$ cat config.mk
export PLATFORM = sky130hd
export DESIGN_NAME = lfsr_word_ctrl
export DESIGN_NICKNAME = d
export VERILOG_FILES = /design/src/rtl/lfsr_word_ctrl.sv
export SDC_FILE = /design/constraint.sdc
export NUM_CORES = 1
export LEC_CHECK = 0
export CAP_MARGIN = 0
export CORE_MARGIN = 2
export CORE_UTILIZATION = 53
export DETAILED_ROUTE_END_ITERATION = 10
export PLACE_DENSITY = 0.9
export SLEW_MARGIN = 25
export SYNTH_ARGS = -nofsm -noshare
export SYNTH_HDL_FRONTEND = slang
export SYNTH_SLANG_ARGS = --single-unit
$ cat constraint.sdc
create_clock -name clk -period 4.8 [get_ports clk]
set_clock_uncertainty 0.2 [all_clocks]
set_input_delay 0.96 -clock clk [delete_from_list [all_inputs] [get_ports clk]]
set_output_delay 0.96 -clock clk [all_outputs]
set_load 0.01 [all_outputs]
$ cat src/rtl/lfsr_word_ctrl.sv
// lfsr_word_ctrl: sequences a 17-bit serial LFSR and packs its bits into WORD_W-bit handshaked words.
// Optional 16-bit transfer counter (word_cnt) when LFSR_WORD_CTRL_STATS_EN is defined.
module lfsr_word_ctrl #(
    parameter int WORD_W = 8,
    parameter int SKIP   = 0
) (
    input  logic              clk,
    input  logic              rst_n,
    input  logic              en,
    input  logic              reseed,
    input  logic              lfsr_bit,
    output logic              sh_en,
    output logic              lfsr_load,
    output logic [WORD_W-1:0] out_data,
    output logic              out_valid,
    input  logic              out_ready,
`ifdef LFSR_WORD_CTRL_STATS_EN
    output logic [15:0]       word_cnt,
`endif
    output logic              busy
);
    localparam int TOTAL = SKIP + WORD_W;
    localparam int CW    = $clog2(TOTAL + 1);

    typedef enum logic [1:0] {IDLE, FILL, HOLD, RESEED} state_t;

    state_t            state_q;
    logic [CW-1:0]     cnt_q;
    logic [WORD_W-1:0] sreg_q, sreg_d, data_q;
    logic              valid_q, keep, last;

    assign sreg_d    = (sreg_q << 1) | WORD_W'(lfsr_bit);
    assign last      = cnt_q == CW'(TOTAL - 1);
    assign sh_en     = state_q == FILL;
    assign lfsr_load = state_q == RESEED;
    assign busy      = sh_en | lfsr_load;
    assign out_data  = data_q;
    assign out_valid = valid_q;

    // The first SKIP shifts of every word are thrown away.
    if (SKIP == 0) begin : g_noskip
        assign keep = 1'b1;
    end else begin : g_skip
        assign keep = cnt_q >= CW'(SKIP);
    end

    always_ff @(posedge clk or negedge rst_n) begin
        if (!rst_n) begin
            state_q <= IDLE;
            cnt_q   <= '0;
            sreg_q  <= '0;
            data_q  <= '0;
            valid_q <= 1'b0;
        end else if (reseed) begin
            state_q <= RESEED;
            cnt_q   <= '0;
            sreg_q  <= '0;
            valid_q <= 1'b0;
        end else begin
            case (state_q)
                IDLE: if (en) state_q <= FILL;
                FILL: begin
                    if (keep) sreg_q <= sreg_d;
                    if (last) begin
                        data_q  <= sreg_d;
                        valid_q <= 1'b1;
                        cnt_q   <= '0;
                        state_q <= HOLD;
                    end else begin
                        cnt_q <= cnt_q + 1'b1;
                    end
                end
                HOLD: if (out_ready) begin
                    valid_q <= 1'b0;
                    state_q <= en ? FILL : IDLE;
                end
                RESEED: state_q <= IDLE;
            endcase
        end
    end

`ifdef LFSR_WORD_CTRL_STATS_EN
    logic [15:0] word_cnt_q;

    assign word_cnt = word_cnt_q;

    always_ff @(posedge clk or negedge rst_n) begin
        if (!rst_n) word_cnt_q <= '0;
        else if (valid_q && out_ready) word_cnt_q <= word_cnt_q + 16'd1;
    end
`endif

endmodule
==> impl_metrics.toml <==
[run_status]
outcome = "finished clean"

[clocking]
cts_made_buffers = 3
root_buffer = "clkbuf_4"
cts_tree = "built"
post-cts-setup-buffers = 0
clock_latency_ps = 310
hold_buffers = 0
cts_buffer_depth = 2
path_clk_slew_ps = 120
cts_resized = 0
cts_num_sinks = 22
htree_levels = 1

[routing]
wl_um = 1580
route.detailed.drc = 0
ant_nets = 0
via_per_inst = 5.51
vias = 645
dr.pass1.iters = 4
post_drt_wl_per_cell_um = 13.5
drtIter0Drc = 11

[sta]
setup_viol = 0
period_share = 0.657
fmax_mhz = 317
tns_ps = 0
slew_viol_final = 0
worst_slew_pin_slew_ps = 554
min_period_ps = 3160
finalHoldViolCount = 0
whs_ps = 319
rsz0062_at_grt = "false"
relSlewSlack = 0.630

[power]
ir_drop_mv = 0.248
combPwrFrac = 0.091
seq_power_share = 0.599
power_frac_clock = 0.310
p_int_mw = 0.248
p_per_area_nw_per_um2 = 284
cellLeakagePower_nw = 0.541
p_switching_mw = 0.0739
netSwitchingFraction = 0.229

[global_routing]
grtUsageTotal = 0.181
grt_pass1_wl_um = 2620
grt_max_degree = 23
antenna_found_initial = 0
overflow = 0
grt_pass1_vias = 583

[die]
initial_utilization = 0.549
core_area_um2 = 1690
rows = 15
die_area_um2 = 2100
die_h_um = 45.8
ioPinCount = 18
die_x_um = 45.8

[setup_path]
rr_worst_depth = 4
reg2reg_setup_slack_ps = 2890
end_kind = "output pin"
cp_cell_sequence = "nand2b_2, inv_1, clkdlybuf4s50_1"
critPathKind = "register to output pin"
endpoint = "sh_en"
cp.buffers_inverters = 2
cp.arrival_ps = 2000
cp_top_family = "buffers and inverters"
r2r_end = "out_data[6]"
cp_max_fo = 14
cp_slowest_stage_delay_ps = 610
startpoint = "state_q[1]"
cp.required_ps = 3640
cp-start-kind = "register"
timing.rr.start = "state_q[1]"
path_depth = 3
crit_path_top_delay_cell = "clkdlybuf4s50_1"

[cells_and_area]
drive_above_1_share = 0.150
nets = 108
syn2layout_area_growth_pct = 22.3
antenna_cells = 0
utilization = 0.671

[logic_synthesis]
yosys_warnings = 0
ys_ff_latch = 22
synth_edf_count = 0
yosysUniqueCellTypes = 23
syn_nets = 90
synth_cells = 83
synthFlopType = "dfrtp_1"
syn_avg_cell_area_um2 = 11.2
synthesis.area_um2 = 927
ys_seq_area_frac = 0.594
async_reset_ff_frac = 1.00

[placement]
hpwl_um = 1110
io_buffers = 17
gp_congestion = 0.685

[job]
max_cap_viol_count = 0

[hold_path]
hp-class = "register to register"
placed cells by master, fill, tap and decap left out:
| cell | n |
|---|---|
| nand3b_4 | 1 |
| dfrtp_1 | 22 |
| inv_1 | 2 |
| a21oi_1 | 10 |
| nand2_1 | 17 |
| a211o_1 | 1 |
| and2_1 | 1 |
| nor2_1 | 3 |
| and3b_1 | 1 |
| nand3b_1 | 2 |
| or4_1 | 1 |
| nand2b_1 | 1 |
| mux2_2 | 8 |
| buf_2 | 1 |
| xor2_1 | 1 |
| nand2b_2 | 1 |
| nand3_1 | 1 |
| a22oi_1 | 1 |
| o21ai_0 | 2 |
| clkdlybuf4s50_1 | 16 |
| or3_1 | 1 |
| clkbuf_4 | 3 |
| a31oi_1 | 1 |
| clkbuf_8 | 1 |
| ha_1 | 1 |
cells in the mapped netlist, drive strengths merged (2+ instances only):
cell | instances | share of area
nand2b | 2 | 0.016
clkbuf | 3 | 0.012
mux2 | 8 | 0.097
o21ai | 2 | 0.011
a21oi | 10 | 0.054
inv | 2 | 0.0081
nor2 | 3 | 0.012
nand3b | 3 | 0.038
dfrtp | 22 | 0.59
nand2 | 17 | 0.069
registers in the layout, indices dropped and copies added (netlist names):
register / cells
cnt_q: 4
sreg_q: 7
out_data: 8
state_q: 2
out_valid: 1
per-layer routing:
layer  up-vias  part of all wire  global-route usage
met5         -                 0                   0
met4         0             0.030               0.103
met1       304              0.46               0.255
met3         6             0.050              0.0357
met2        18              0.46               0.259
li1        317                 -                   -
cells by family after synthesis:
logic type / share of synthesized area
flops: 0.594
buf+inv: 0.0256
xor+xnor: 0.00945
fa+ha+maj: 0.0135
mux: 0.0972
simple gates: 0.171
compound gates: 0.0891
area by class of cell:
class | count | area, µm²
clock buffers | 4 | 36.3
fillers | 130 | 556
inverters | 2 | 7.51
multi-input cells | 55 | 353
flip-flops and latches | 22 | 551
well taps | 17 | 21.3
repair buffers | 17 | 165
worst reg2reg max path: stages (launching register included):
cell and delay (ps):
dfrtp_1 430, nand2b_2 310, inv_1 350, nand3b_4 210, mux2_2 320
stage by stage:
stage | power (mW) | cells | instance area (µm²) | setup slack, ps
CTS | 0.327 | 117 | 1140 | 1630
global route | 0.336 | 117 | 1130 | 1520
finish | 0.322 | 117 | 1130 | 1640
detailed placement | 0.227 | 113 | 1100 | 1990
floorplan | 0.211 | 83 | 927 | 2740
global placement | 0.226 | 113 | 1100 | 2030
how the worst min path moves through the flow:
stage / depth (start not counted) / end / startpoint
2_1_floorplan: 1 / out_data[7] / sreg_q[6]
3_3_place_gp: 1 / out_data[4] / out_data[4]
3_5_place_dp: 1 / out_data[5] / out_data[5]
4_1_cts: 1 / out_data[5] / out_data[5]
5_1_grt: 1 / out_data[5] / out_data[5]
6_report: 1 / out_data[5] / out_data[5]
power by group through the flow:
stage | registers, mW | logic (mW) | clock network (mW)
after floorplan | 0.196 | 0.0154 | 0
after global routing | 0.194 | 0.0328 | 0.109
after detailed placement | 0.197 | 0.0300 | 0
after CTS | 0.193 | 0.0301 | 0.104
after global placement | 0.196 | 0.0294 | 0
final | 0.193 | 0.0293 | 0.100
Note: power is estimated with default switching activity, not from simulation.
